$ cat config.mk
export PLATFORM = sky130hd
export DESIGN_NAME = train_pos_ctr
export DESIGN_NICKNAME = d
export VERILOG_FILES = /design/src/rtl/train_track_model_pkg.sv /design/src/rtl/train_track_model_pos_ctr.sv
export SDC_FILE = /design/constraint.sdc
export NUM_CORES = 1
export LEC_CHECK = 0
export CORE_AREA = 5 5 42 44
export CTS_CLUSTER_DIAMETER = 150
export DETAILED_ROUTE_END_ITERATION = 12
export DIE_AREA = 0 0 47 49
export PLACE_DENSITY_LB_ADDON = 0.2
export SYNTH_ARGS = -nofsm -noshare
export SYNTH_HDL_FRONTEND = slang
export SYNTH_SLANG_ARGS = --single-unit
$ cat constraint.sdc
create_clock -name clk -period 1.8 [get_ports clk]
set_input_delay 0.18 -clock clk [delete_from_list [all_inputs] [get_ports clk]]
set_output_delay 0.18 -clock clk [all_outputs]
set_load 0.01 [all_outputs]
$ cat src/rtl/train_track_model_pkg.sv
// Shared definitions for the two-train track plant model: drive codes,
// status FSM encoding, sensor bit positions and the shared-section test.
package train_track_model_pkg;

  localparam logic [1:0] DRV_STOP = 2'b00;
  localparam logic [1:0] DRV_FWD  = 2'b01;
  localparam logic [1:0] DRV_REV  = 2'b11;

  typedef enum logic {
    ST_RUN  = 1'b0,
    ST_HALT = 1'b1
  } track_state_e;

  localparam int SR_A_APPROACH = 1;
  localparam int SR_B_APPROACH = 2;
  localparam int SR_B_EXIT     = 3;
  localparam int SR_A_EXIT     = 4;

  // Shared section is strictly between the approach and exit sensors.
  function automatic logic in_shared(input int pos, input int approach_pos,
                                     input int exit_pos);
    return (pos > approach_pos) && (pos < exit_pos);
  endfunction

endpackage

$ cat src/rtl/train_track_model_pos_ctr.sv
// Wrap-around up/down position counter for one train; flags the tick on which
// the train steps from outside into the shared section (from either end).
module train_pos_ctr
  import train_track_model_pkg::*;
#(
  parameter int LOOP_LEN     = 16,
  parameter int POS_W        = 4,
  parameter int START        = 0,
  parameter int APPROACH_POS = 4,
  parameter int EXIT_POS     = 8
) (
  input  logic             clk,
  input  logic             rst,
  input  logic             tick,
  input  logic             halt,
  input  logic [1:0]       drive,
  output logic [POS_W-1:0] pos,
  output logic             entering
);

  localparam logic [POS_W-1:0] LAST = POS_W'(LOOP_LEN - 1);

  logic [POS_W-1:0] pos_nxt;

  always_comb begin
    pos_nxt = pos;
    if (tick && !halt) begin
      case (drive)
        DRV_FWD: pos_nxt = (pos == LAST) ? '0 : pos + POS_W'(1);
        DRV_REV: pos_nxt = (pos == '0) ? LAST : pos - POS_W'(1);
        default: pos_nxt = pos;
      endcase
    end
  end

  // pos_nxt equals pos whenever no move happens, so this is tick-qualified.
  assign entering = !in_shared(int'(pos), APPROACH_POS, EXIT_POS) &&
                    in_shared(int'(pos_nxt), APPROACH_POS, EXIT_POS);

  always_ff @(posedge clk or posedge rst) begin
    if (rst) pos <= POS_W'(START);
    else     pos <= pos_nxt;
  end

endmodule

==> summary.md <==
| Metric | Value |
|---|---|
| Placed Area | 614.3 um2 |
| Mapped Cells | 43 |
| FF-to-FF End | pos[3] |
| Clock buffer count from CTS | 3 |
| Slew margin rel. | 83.41% |
| Largest Register | pos |
| First-pass GRT wire length | approximately 1800 um |
| Yosys reg bits | 4 |
| Synth-to-Final Area Change | 68.11% |
| Power density relative to cell area | 1517 nW/um2 |
| Antenna violations before repair | 0 |
| Routability congestion estimate | 0.7676 |
| Critical-path cell list | ha_1, a311o_1, o21ai_2, o221ai_2, a211oi_2, buf_2 |
| Fin crit share | 106.4% |
| Post-DRT Antenna Nets | 0 |
| Via Count | approximately 440 |
| R2r setup slk | 0.25 ns |
| Number of vias per cell | 5.081 |
| Die Width | 47 um |
| DR DRC count | 0 |
| Max reg flops | 4 |
| Fraction of layout cells with a size suffix above 1 | 47.14% |
| Die ar. | 2303 um2 |
| Commonest cells after routing, fill and taps aside | 17 x buf_4, 9 x clkdlybuf4s50_1, 4 x dfrtp_1 |
| Leading registers by flop count | pos: 4 flops |
| Synth Warn # | 0 |
| DR WL met3 | 85 um |
| Worst Path Max Fanout | 4 |
| Worst setup EP type | primary output |
| Max-Cap Viols | 0 |
| Worst r2r path cells | 7 |
| Tmin final | roughly 1.9 ns |
| Final wirelength | 1075 um |
| LEAKAGE | ~0.31 nW |
| DR iter-0 viols | 4 |
| Avg Cell Area, Syn | 9.399 um2 |
| Largest net degree at the start of global routing | 10 |
| R2R Path Start | pos[0] |
| Slowest cell on crit path | dfrtp_1 |
| Worst-Skew Late Latency | 0.24 ns |
| IO Count | 11 |
| Synthesized net count | 51 |
| Drt first pass iters | 4 |
| Hold Vio Cnt, Final | 0 |
| CP Depth | 6 |
| Final hold slack | 0.1239 ns |
| Setup WS post-layout | -0.1154 ns |
| Commonest non-fill, non-tap cell in the layout | buf_4 |
| Hold crit path type | in2async |
| Max clock buf depth | 2 |
| Final-layout fill cell count | 147 |
| Setup Viol. Count Final | 1 |
| Synth Cell Area | roughly 400 um2 |
| Maximum clock frequency | approximately 0.52 GHz |
| CP required | 1.62 ns |
| Cell taking the most area after synthesis | dfrtp_1 |
| Post-synth cell types | 26 |
| Core area | roughly 1400 um2 |
| Area of the multi-input gates | 302.8 um2 |
| Antenna cells | 0 |
| Final non-filler cell area | 679.4 um2 |
| Worst-Margin Slew | 0.2481 ns |
| GR Overflow Total | 0 |
| Met2 wire length | 509 um |
| Buf/Inv on CP | 1 |
| Clock Skew | 0.0004124 ns |
| Sequential share of the synthesized area | approximately a quarter |
| Storage cell area | 100.1 um2 |
| CTS sink cnt | 4 |
| Post-synth top area share | approximately 25% |
| Clk pin slew, worst setup/hold paths | approximately 0.04 ns |
| WL/cell | 12.50 um |
| Worst IR Drop VDD | 0.0004668 V |
| CP Data Arrival Time | 1.74 ns |
| Crit path kind | reg2out |
| Final Net Count | 80 |
| Status | finished with violations |
| Die height | between 40 and 50 um |
| CTS tree | done |
| Root buf cell | clkbuf_4 |
| End of the critical path | entering |
| Unrepaired setup endpoints after global routing | yes |
| Initial Utilization | 28.84% |
| H-tree depth | 1 |
| Violated checks | setup timing |
| Row cnt | 14 |
| Worst setup path startpoint | pos[0] |
| Top Layer Used | met4 |
| IO Port Bufs | 10 |
| DP HPWL | 870.1 um |
| CP top delay family | compound AO/OA/AOI/OAI gates |
| Total track usage | 11.09% |
| CP Launch Type | flip-flop |
| Place WS | -0.5437 ns |
| M1 WL | 445 um |
| Max stage delay on crit path | 0.41 ns |
| Area contributors post-synth | dfrtp_1 25%, ha_1 6.2%, nand3b_4 5.0% |
| Number of global-route vias before repair | 441 |
| Final Max Slew Viols | 0 |
## power by group
group	internal, W	leakage (nW)	switching (W)
clock network	0.0000748	0.0138	0.0000396
registers	0.000134	0.0473	0.0000635
logic	0.000407	0.252	0.000312
## layer usage
metal  track usage, %  vias to the layer above
li1                 -                      214
met1            12.86                      199
met5                0                        -
met4            8.295                        0
met2            16.74                       19
met3            2.583                        5
## kinds of logic after synthesis
group | Yosys count | synth area share (%)
buf+inv | 6 | 8.359
mux | 1 | 2.477
xor+xnor | 2 | 4.335
fa+ha+maj | 2 | 6.191
flops | 4 | 24.77
simple gates | 11 | 23.22
compound gates | 17 | 30.65
## cell usage after synthesis (all sizes together)
library cell	number
nor4b	1
o221ai	1
dfrtp	4
nor2b	1
buf	2
a21oi	3
o22a	1
a31oi	1
xor2	2
o21ai	6
o21a	1
nand3	2
nor2	3
ha	2
inv	3
clkbuf	1
a211oi	1
mux2i	1
a21o	2
and3b	1
nand3b	3
a311o	1
## timing repair
| item | CTS | global route |
|---|---|---|
| buffers inserted | 1 | 1 |
| pin swaps | 1 | 3 |
| resized for setup | 7 | 5 |
| endpoints found under the setup margin | 1 | 1 |
| hold buffers | 0 | 0 |
## per-stage QoR
stage	instances	total power [W]	util, %	setup TNS [ns]
2_1_floorplan	43	0.0005349	-	0
3_3_place_gp	81	0.0008213	43.84	-0.4997
3_5_place_dp	81	0.0008240	43.84	-0.5437
4_1_cts	85	0.0009727	46.25	-0.1561
5_1_grt	86	0.001124	48.48	-0.2234
6_report	86	0.001031	48.48	-0.1154
## final cells by class
type | instances | area share, %
multi-input cells | 33 | 44.57
well taps | 16 | 2.947
clock buffers | 3 | 3.315
inverters | 3 | 1.657
flip-flops and latches | 4 | 14.73
repair buffers | 27 | 32.78
## how the worst min path moves through the flow
stage	start	to	slack (ns)	cells after the start
after floorplan	rst	pos[0]	-0.05	1
after global routing	rst	pos[1]	0.14	2
final	rst	pos[3]	0.12	2
after detailed placement	rst	pos[3]	0.38	2
after global placement	rst	pos[3]	0.38	2
after CTS	rst	pos[1]	0.12	2
## worst register-to-register path: cells and delay by family, from the launching register on
family                 cells  cell delay, ns
and+or+nand+nor            1            0.28
AOI/OAI and AO/OA          3            0.41
DFF                        1            0.41
buffers and inverters      3            0.39
No activity file was read; power rests on OpenSTA's default activity.
